[src/rtl/vcve2_pkg.sv]
// Shared types for the vcve2 vector execution path.
package vcve2_pkg;

    typedef enum logic [2:0] {
        VSEW_8  = 3'b000,
        VSEW_16 = 3'b001,
        VSEW_32 = 3'b010
    } vsew_e;

    typedef enum logic [1:0] {
        LMUL_1 = 2'b00,
        LMUL_2 = 2'b01,
        LMUL_4 = 2'b10,
        LMUL_8 = 2'b11
    } vlmul_e;

    typedef enum logic [1:0] {
        IDLE  = 2'b00,
        ISSUE = 2'b01,
        WAIT  = 2'b10,
        DONE  = 2'b11
    } vec_seq_state_e;

endpackage

[src/rtl/vcve2_vec_len_calc.sv]
// Combinational length/legality decode for one vector instruction:
// number of 32-bit words touched, trailing byte count and configuration legality.
module vcve2_vec_len_calc import vcve2_pkg::*; #(
    parameter int VLEN = 128,
    parameter int VL_W = $clog2(VLEN) + 1
) (
    input  logic [VL_W-1:0] vl_i,
    input  logic [2:0]      vsew_i,
    input  logic [1:0]      lmul_i,
    input  logic [4:0]      vs1_i,
    input  logic [4:0]      vs2_i,
    input  logic [4:0]      vd_i,
    output logic [VL_W-1:0] total_words_o,
    output logic [1:0]      rem_o,
    output logic            legal_o
);

    logic [VL_W+1:0] bytes;
    logic [31:0]     vlmax;
    logic [4:0]      align_mask;
    logic            sew_ok;
    logic            vl_ok;
    logic            align_ok;

    always_comb begin
        bytes         = {2'b00, vl_i} << vsew_i[1:0];
        total_words_o = VL_W'((32'(bytes) + 32'd3) >> 2);
        rem_o         = bytes[1:0];

        // VLMAX is only meaningful for legal element widths; sew_ok masks the rest.
        vlmax      = (32'(VLEN) << lmul_i) >> (32'd3 + 32'(vsew_i[1:0]));
        align_mask = (5'd1 << lmul_i) - 5'd1;

        sew_ok   = (vsew_i <= VSEW_32);
        vl_ok    = (32'(vl_i) <= vlmax);
        align_ok = ((vs1_i & align_mask) == 5'd0) &&
                   ((vs2_i & align_mask) == 5'd0) &&
                   ((vd_i  & align_mask) == 5'd0);
        legal_o  = sew_ok && vl_ok && align_ok;
    end

endmodule

[src/rtl/vcve2_vec_ex_seq.sv]
// Element-group sequencer: walks a vector instruction one 32-bit word at a time,
// handshaking with the execution stage and generating vector register file writes.
module vcve2_vec_ex_seq import vcve2_pkg::*; #(
    parameter int VLEN = 128,
    parameter int VL_W = $clog2(VLEN) + 1,
    localparam int WPR = VLEN / 32,
    localparam int WW  = (WPR > 1) ? $clog2(WPR) : 1
) (
    input  logic            clk_i,
    input  logic            rst_i,
    input  logic            start_i,
    input  logic            kill_i,
    input  logic [VL_W-1:0] vl_i,
    input  logic [2:0]      vsew_i,
    input  logic [1:0]      lmul_i,
    input  logic [4:0]      vs1_i,
    input  logic [4:0]      vs2_i,
    input  logic [4:0]      vd_i,
    output logic            busy_o,
    output logic            done_o,
    output logic            error_o,
    output logic [4:0]      rd_vreg_o,
    output logic [WW-1:0]   rd_word_o,
    output logic            ex_req_o,
    output logic            ex_first_cycle_o,
    input  logic            ex_valid_i,
    output logic            vrf_we_o,
    output logic [4:0]      vrf_wvreg_o,
    output logic [WW-1:0]   vrf_wword_o,
    output logic [3:0]      vrf_wbe_o
);

    vec_seq_state_e  state_q, state_d;
    logic [VL_W-1:0] g_q, g_d;
    logic [VL_W-1:0] total_q, total_d;
    logic [1:0]      rem_q, rem_d;
    logic [4:0]      vd_q, vd_d;
    logic            error_q, error_d;

    logic [VL_W-1:0] calc_total;
    logic [1:0]      calc_rem;
    logic            calc_legal;
    logic            last_word;
    logic            advance;

    vcve2_vec_len_calc #(
        .VLEN (VLEN),
        .VL_W (VL_W)
    ) u_len_calc (
        .vl_i          (vl_i),
        .vsew_i        (vsew_i),
        .lmul_i        (lmul_i),
        .vs1_i         (vs1_i),
        .vs2_i         (vs2_i),
        .vd_i          (vd_i),
        .total_words_o (calc_total),
        .rem_o         (calc_rem),
        .legal_o       (calc_legal)
    );

    always_comb begin
        state_d   = state_q;
        g_d       = g_q;
        total_d   = total_q;
        rem_d     = rem_q;
        vd_d      = vd_q;
        error_d   = 1'b0;
        last_word = (g_q == total_q - VL_W'(1));
        advance   = ex_valid_i && !kill_i;

        case (state_q)
            IDLE: begin
                if (start_i && !kill_i) begin
                    if (!calc_legal) begin
                        error_d = 1'b1;
                    end else begin
                        total_d = calc_total;
                        rem_d   = calc_rem;
                        vd_d    = vd_i;
                        g_d     = '0;
                        state_d = (vl_i == '0) ? DONE : ISSUE;
                    end
                end
            end
            ISSUE, WAIT: begin
                if (kill_i) begin
                    state_d = IDLE;
                    g_d     = '0;
                end else if (advance) begin
                    if (last_word) begin
                        state_d = DONE;
                        g_d     = '0;
                    end else begin
                        state_d = ISSUE;
                        g_d     = g_q + VL_W'(1);
                    end
                end else begin
                    state_d = WAIT;
                end
            end
            DONE: begin
                state_d = IDLE;
            end
            default: begin
                state_d = IDLE;
            end
        endcase
    end

    always_ff @(posedge clk_i) begin
        if (rst_i) begin
            state_q <= IDLE;
            g_q     <= '0;
            total_q <= '0;
            rem_q   <= '0;
            vd_q    <= '0;
            error_q <= 1'b0;
        end else begin
            state_q <= state_d;
            g_q     <= g_d;
            total_q <= total_d;
            rem_q   <= rem_d;
            vd_q    <= vd_d;
            error_q <= error_d;
        end
    end

    // Kill and reset both squash the write and completion of the current cycle.
    always_comb begin
        ex_req_o         = (state_q == ISSUE) || (state_q == WAIT);
        ex_first_cycle_o = (state_q == ISSUE);
        busy_o           = (state_q != IDLE);
        done_o           = (state_q == DONE) && !kill_i && !rst_i;
        error_o          = error_q;
        rd_vreg_o        = 5'(g_q / VL_W'(WPR));
        rd_word_o        = WW'(g_q % VL_W'(WPR));
        vrf_we_o         = ex_req_o && ex_valid_i && !kill_i && !rst_i;
        vrf_wvreg_o      = vd_q + rd_vreg_o;
        vrf_wword_o      = rd_word_o;
        vrf_wbe_o        = 4'h0;
        if (vrf_we_o) begin
            vrf_wbe_o = (last_word && rem_q != 2'd0) ? ((4'd1 << rem_q) - 4'd1) : 4'hF;
        end
    end

endmodule

[config.mk]
export PLATFORM = sky130hd
export DESIGN_NAME = vcve2_vec_ex_seq
export DESIGN_NICKNAME = d
export VERILOG_FILES = /design/src/rtl/vcve2_pkg.sv /design/src/rtl/vcve2_vec_len_calc.sv /design/src/rtl/vcve2_vec_ex_seq.sv
export SDC_FILE = /design/constraint.sdc
export NUM_CORES = 1
export LEC_CHECK = 0
export BUFFER_PORTS_ARGS = -buffer_cell sky130_fd_sc_hd__buf_2
export CELL_PAD_IN_SITES_DETAIL_PLACEMENT = 0
export CELL_PAD_IN_SITES_GLOBAL_PLACEMENT = 1
export CORE_ASPECT_RATIO = 1.2
export CORE_MARGIN = 8
export CORE_UTILIZATION = 39
export CTS_CLUSTER_DIAMETER = 120
export CTS_CLUSTER_SIZE = 28
export DETAILED_ROUTE_END_ITERATION = 6
export GPL_TIMING_DRIVEN = 1
export PLACE_DENSITY = 0.84
export SLEW_MARGIN = 10
export SYNTH_ARGS = -nofsm -noshare
export SYNTH_HDL_FRONTEND = slang
export SYNTH_HIERARCHICAL = 1
export SYNTH_SLANG_ARGS = --single-unit
[constraint.sdc]
create_clock -name clk_i -period 4 [get_ports clk_i]
set_input_delay 0.4 -clock clk_i [delete_from_list [all_inputs] [get_ports clk_i]]
set_output_delay 0.4 -clock clk_i [all_outputs]
set_load 0.005 [all_outputs]
==> flow_summary.json <==
{
  "status": "completed",
  "cp.required_ns": 4.20,
  "hold_class": "input port to flip-flop",
  "cts_buffers": 3,
  "grt_overflow": 0,
  "postCtsHoldBufs": 0,
  "layout.nets": 386,
  "max-cap-violations": 0,
  "power_uw": 572,
  "start_util": 0.395,
  "track_usage": 0.130,
  "ys_types": 53,
  "postCtsSetupRepairBufs": 0,
  "drt_iter0_drc": 68,
  "crit_path_start": "vsew_i[0]",
  "place_area_mm2": 0.00257,
  "p_per_area_mw_per_mm2": 218,
  "drc_errors": 0,
  "clockBufferDepth": 2,
  "grt_pass1_wl_mm": 9.54,
  "cts_resized": 0,
  "r2r_start": "total_q[0]$_SDFFE_PP0P_",
  "synth_area_mm2": 0.00235,
  "setup_viol_count_final": 0,
  "final_area_mm2": 0.00263,
  "leakage_uw": 0.00119,
  "antenna_found_initial": 0,
  "path_class": "input port to flip-flop",
  "worstSetupStartpointType": "input port",
  "hold_slack_ns": 0.367,
  "async_flop_share": 0,
  "antenna_cells": 0,
  "dp_hpwl_mm": 4.45,
  "die_h_um": 101,
  "die_width_um": 86.8,
  "cts_tree": "yes",
  "syn_inst": 300,
  "grt_max_degree": 22,
  "period_share": 0.787,
  "htree_levels": 1,
  "end_kind": "flip-flop",
  "irDropWorstVdd_uv": 134,
  "synth_edf_count": 0,
  "worstPathArrival_ns": 3.34,
  "cp_max_fo": 21,
  "seq_area_frac_synth": 0.222,
  "synth_area_per_cell_um2": 7.82,
  "timing.fmax_mhz": 318,
  "drt-total-wl_mm": 5.50,
  "drtPass1Iterations": 4,
  "io_buffers": 52,
  "yosysWarnings": 6,
  "gp_congestion": 0.801,
  "clkSinkCount": 26,
  "core-area_mm2": 0.00593,
  "worst_slew_pin_slew_ns": 0.715,
  "finalHoldViolCount": 0,
  "finalClockSkew_ns": 0.00242,
  "layout-drive-gt1-share": 0.215,
  "vias": 2158,
  "synth_ff_type": "dfxtp_1",
  "tns_ns": 0,
  "fin_crit_ns": 3.15,
  "slew_headroom": 0.524,
  "slew_violations": 0,
  "root_buffer": "clkbuf_8",
  "drtAntennaViolNets": 0,
  "pin_count": 57,
  "rows": 31,
  "avgViaCountPerCell": 5.18,
  "ys_seq_elements": 26,
  "wl_per_cell_um": 13.2,
  "syn_to_final_growth_pct": 12.1,
  "clkTransAtPathRegs_ns": 0.09,
  "dieArea_mm2": 0.00876,
  "holdCritStartpoint": "vd_i[3]",
  "clk_latency_ns": 0.27,
  "synth_nets": 350,
  "rsz0062_at_grt": "no",
  "grt_pass1_vias": 2094
}
==> metrics by stage <==
step,instances,worst slack [ns],util
final,417,0.852,0.443
after floorplan,300,0.924,-
after global routing,417,0.517,0.443
after global placement,413,0.595,0.434
after detailed placement,413,0.560,0.434
after CTS,417,0.841,0.443
==> final timing paths <==
check | end | slack, ns | cells after the start
setup / recovery | state_q[1]$_SDFFE_PP0P_ | 0.85 | 16
hold / removal | vd_q[3]$_SDFFE_PP0P_ | 0.37 | 3
setup reg to reg | g_q[3]$_SDFFE_PP0P_ | 1.25 | 7
hold reg to reg | vd_q[3]$_SDFFE_PP0P_ | 0.47 | 2
==> layout by cell type (no fill, tap or decap), types with 4 or more instances in the layout <==
master / n
nor2_1: 23
a21oi_1: 29
nand2b_1: 8
ha_1: 16
a221o_1: 4
o21ai_0: 5
inv_1: 14
dfxtp_1: 26
xnor2_1: 12
nor4_1: 4
nand3b_1: 5
buf_2: 52
a21o_1: 4
xor2_1: 10
clkbuf_8: 4
nand2_1: 48
nor2b_1: 9
nand3_1: 12
==> worst max-delay path, stage by stage <==
cell and delay (ns):
buf_2 0.33, nor2b_1 0.15, nor2_1 0.20, nand2_1 0.08, ha_1 0.29, nor2b_1 0.14, o21a_1 0.16, o21ai_0 0.15
nand3b_1 0.11, a21oi_1 0.20, nand3b_1 0.15, or2_2 0.43, o22a_1 0.22, nand2_1 0.07, nor2_1 0.04, a211oi_1 0.21
==> area by class of cell <==
type	instances	area, µm²
Clock buffer	4	55.1
Fill cell	636	3300
Inverter	14	52.6
Multi-Input combinational cell	238	1630
Sequential cell	26	520
Tap cell	82	103
Timing Repair Buffer	53	268
==> per-layer routing <==
| metal | up-vias | part of all wire | routed length [µm] | GRT usage |
|---|---|---|---|---|
| li1 | 1120 | - | - | - |
| met1 | 986 | 0.46 | 2540 | 0.159 |
| met2 | 45 | 0.48 | 2610 | 0.225 |
| met3 | 7 | 0.046 | 253 | 0.0204 |
| met4 | 0 | 0.015 | 84 | 0.0438 |
| met5 | - | 0 | 0 | 0 |
==> synth_stat cells (4+ instances only) <==
library cell	instances	area share
o21ai_0	5	0.011
nor4_1	4	0.011
buf_4	9	0.029
xnor2_1	12	0.045
nor2_1	23	0.037
nand2_1	48	0.077
inv_1	14	0.022
ha_1	16	0.085
nand3_1	12	0.026
xor2_1	10	0.037
clkbuf_1	8	0.013
a221o_1	4	0.017
nor2b_1	9	0.024
dfxtp_1	26	0.22
a21o_1	4	0.013
nand3b_1	5	0.016
nand2b_1	8	0.021
a21oi_1	29	0.062
==> state kept, by name, indices dropped and copies added, names as in the netlist <==
signal   cells
state_q      2
g_q          8
total_q      8
rem_q        2
vd_q         5
error_o      1
==> where the power goes <==
part	switching, µW	internal [µW]
logic	77.4	58.9
registers	3.07	262
clock network	82.7	88.1
==> cell families after synthesis <==
kind of cell             after synthesis  synth area share
AND/OR/NAND/NOR                      128             0.269
AO/OA/AOI/OAI                         64             0.193
buffers and inverters                 36            0.0827
flip-flops                            26             0.222
XOR/XNOR                              22            0.0821
adder cells (fa/ha/maj)               17            0.0939
multiplexers                           7            0.0576
Power figures use the tool's default switching activity.
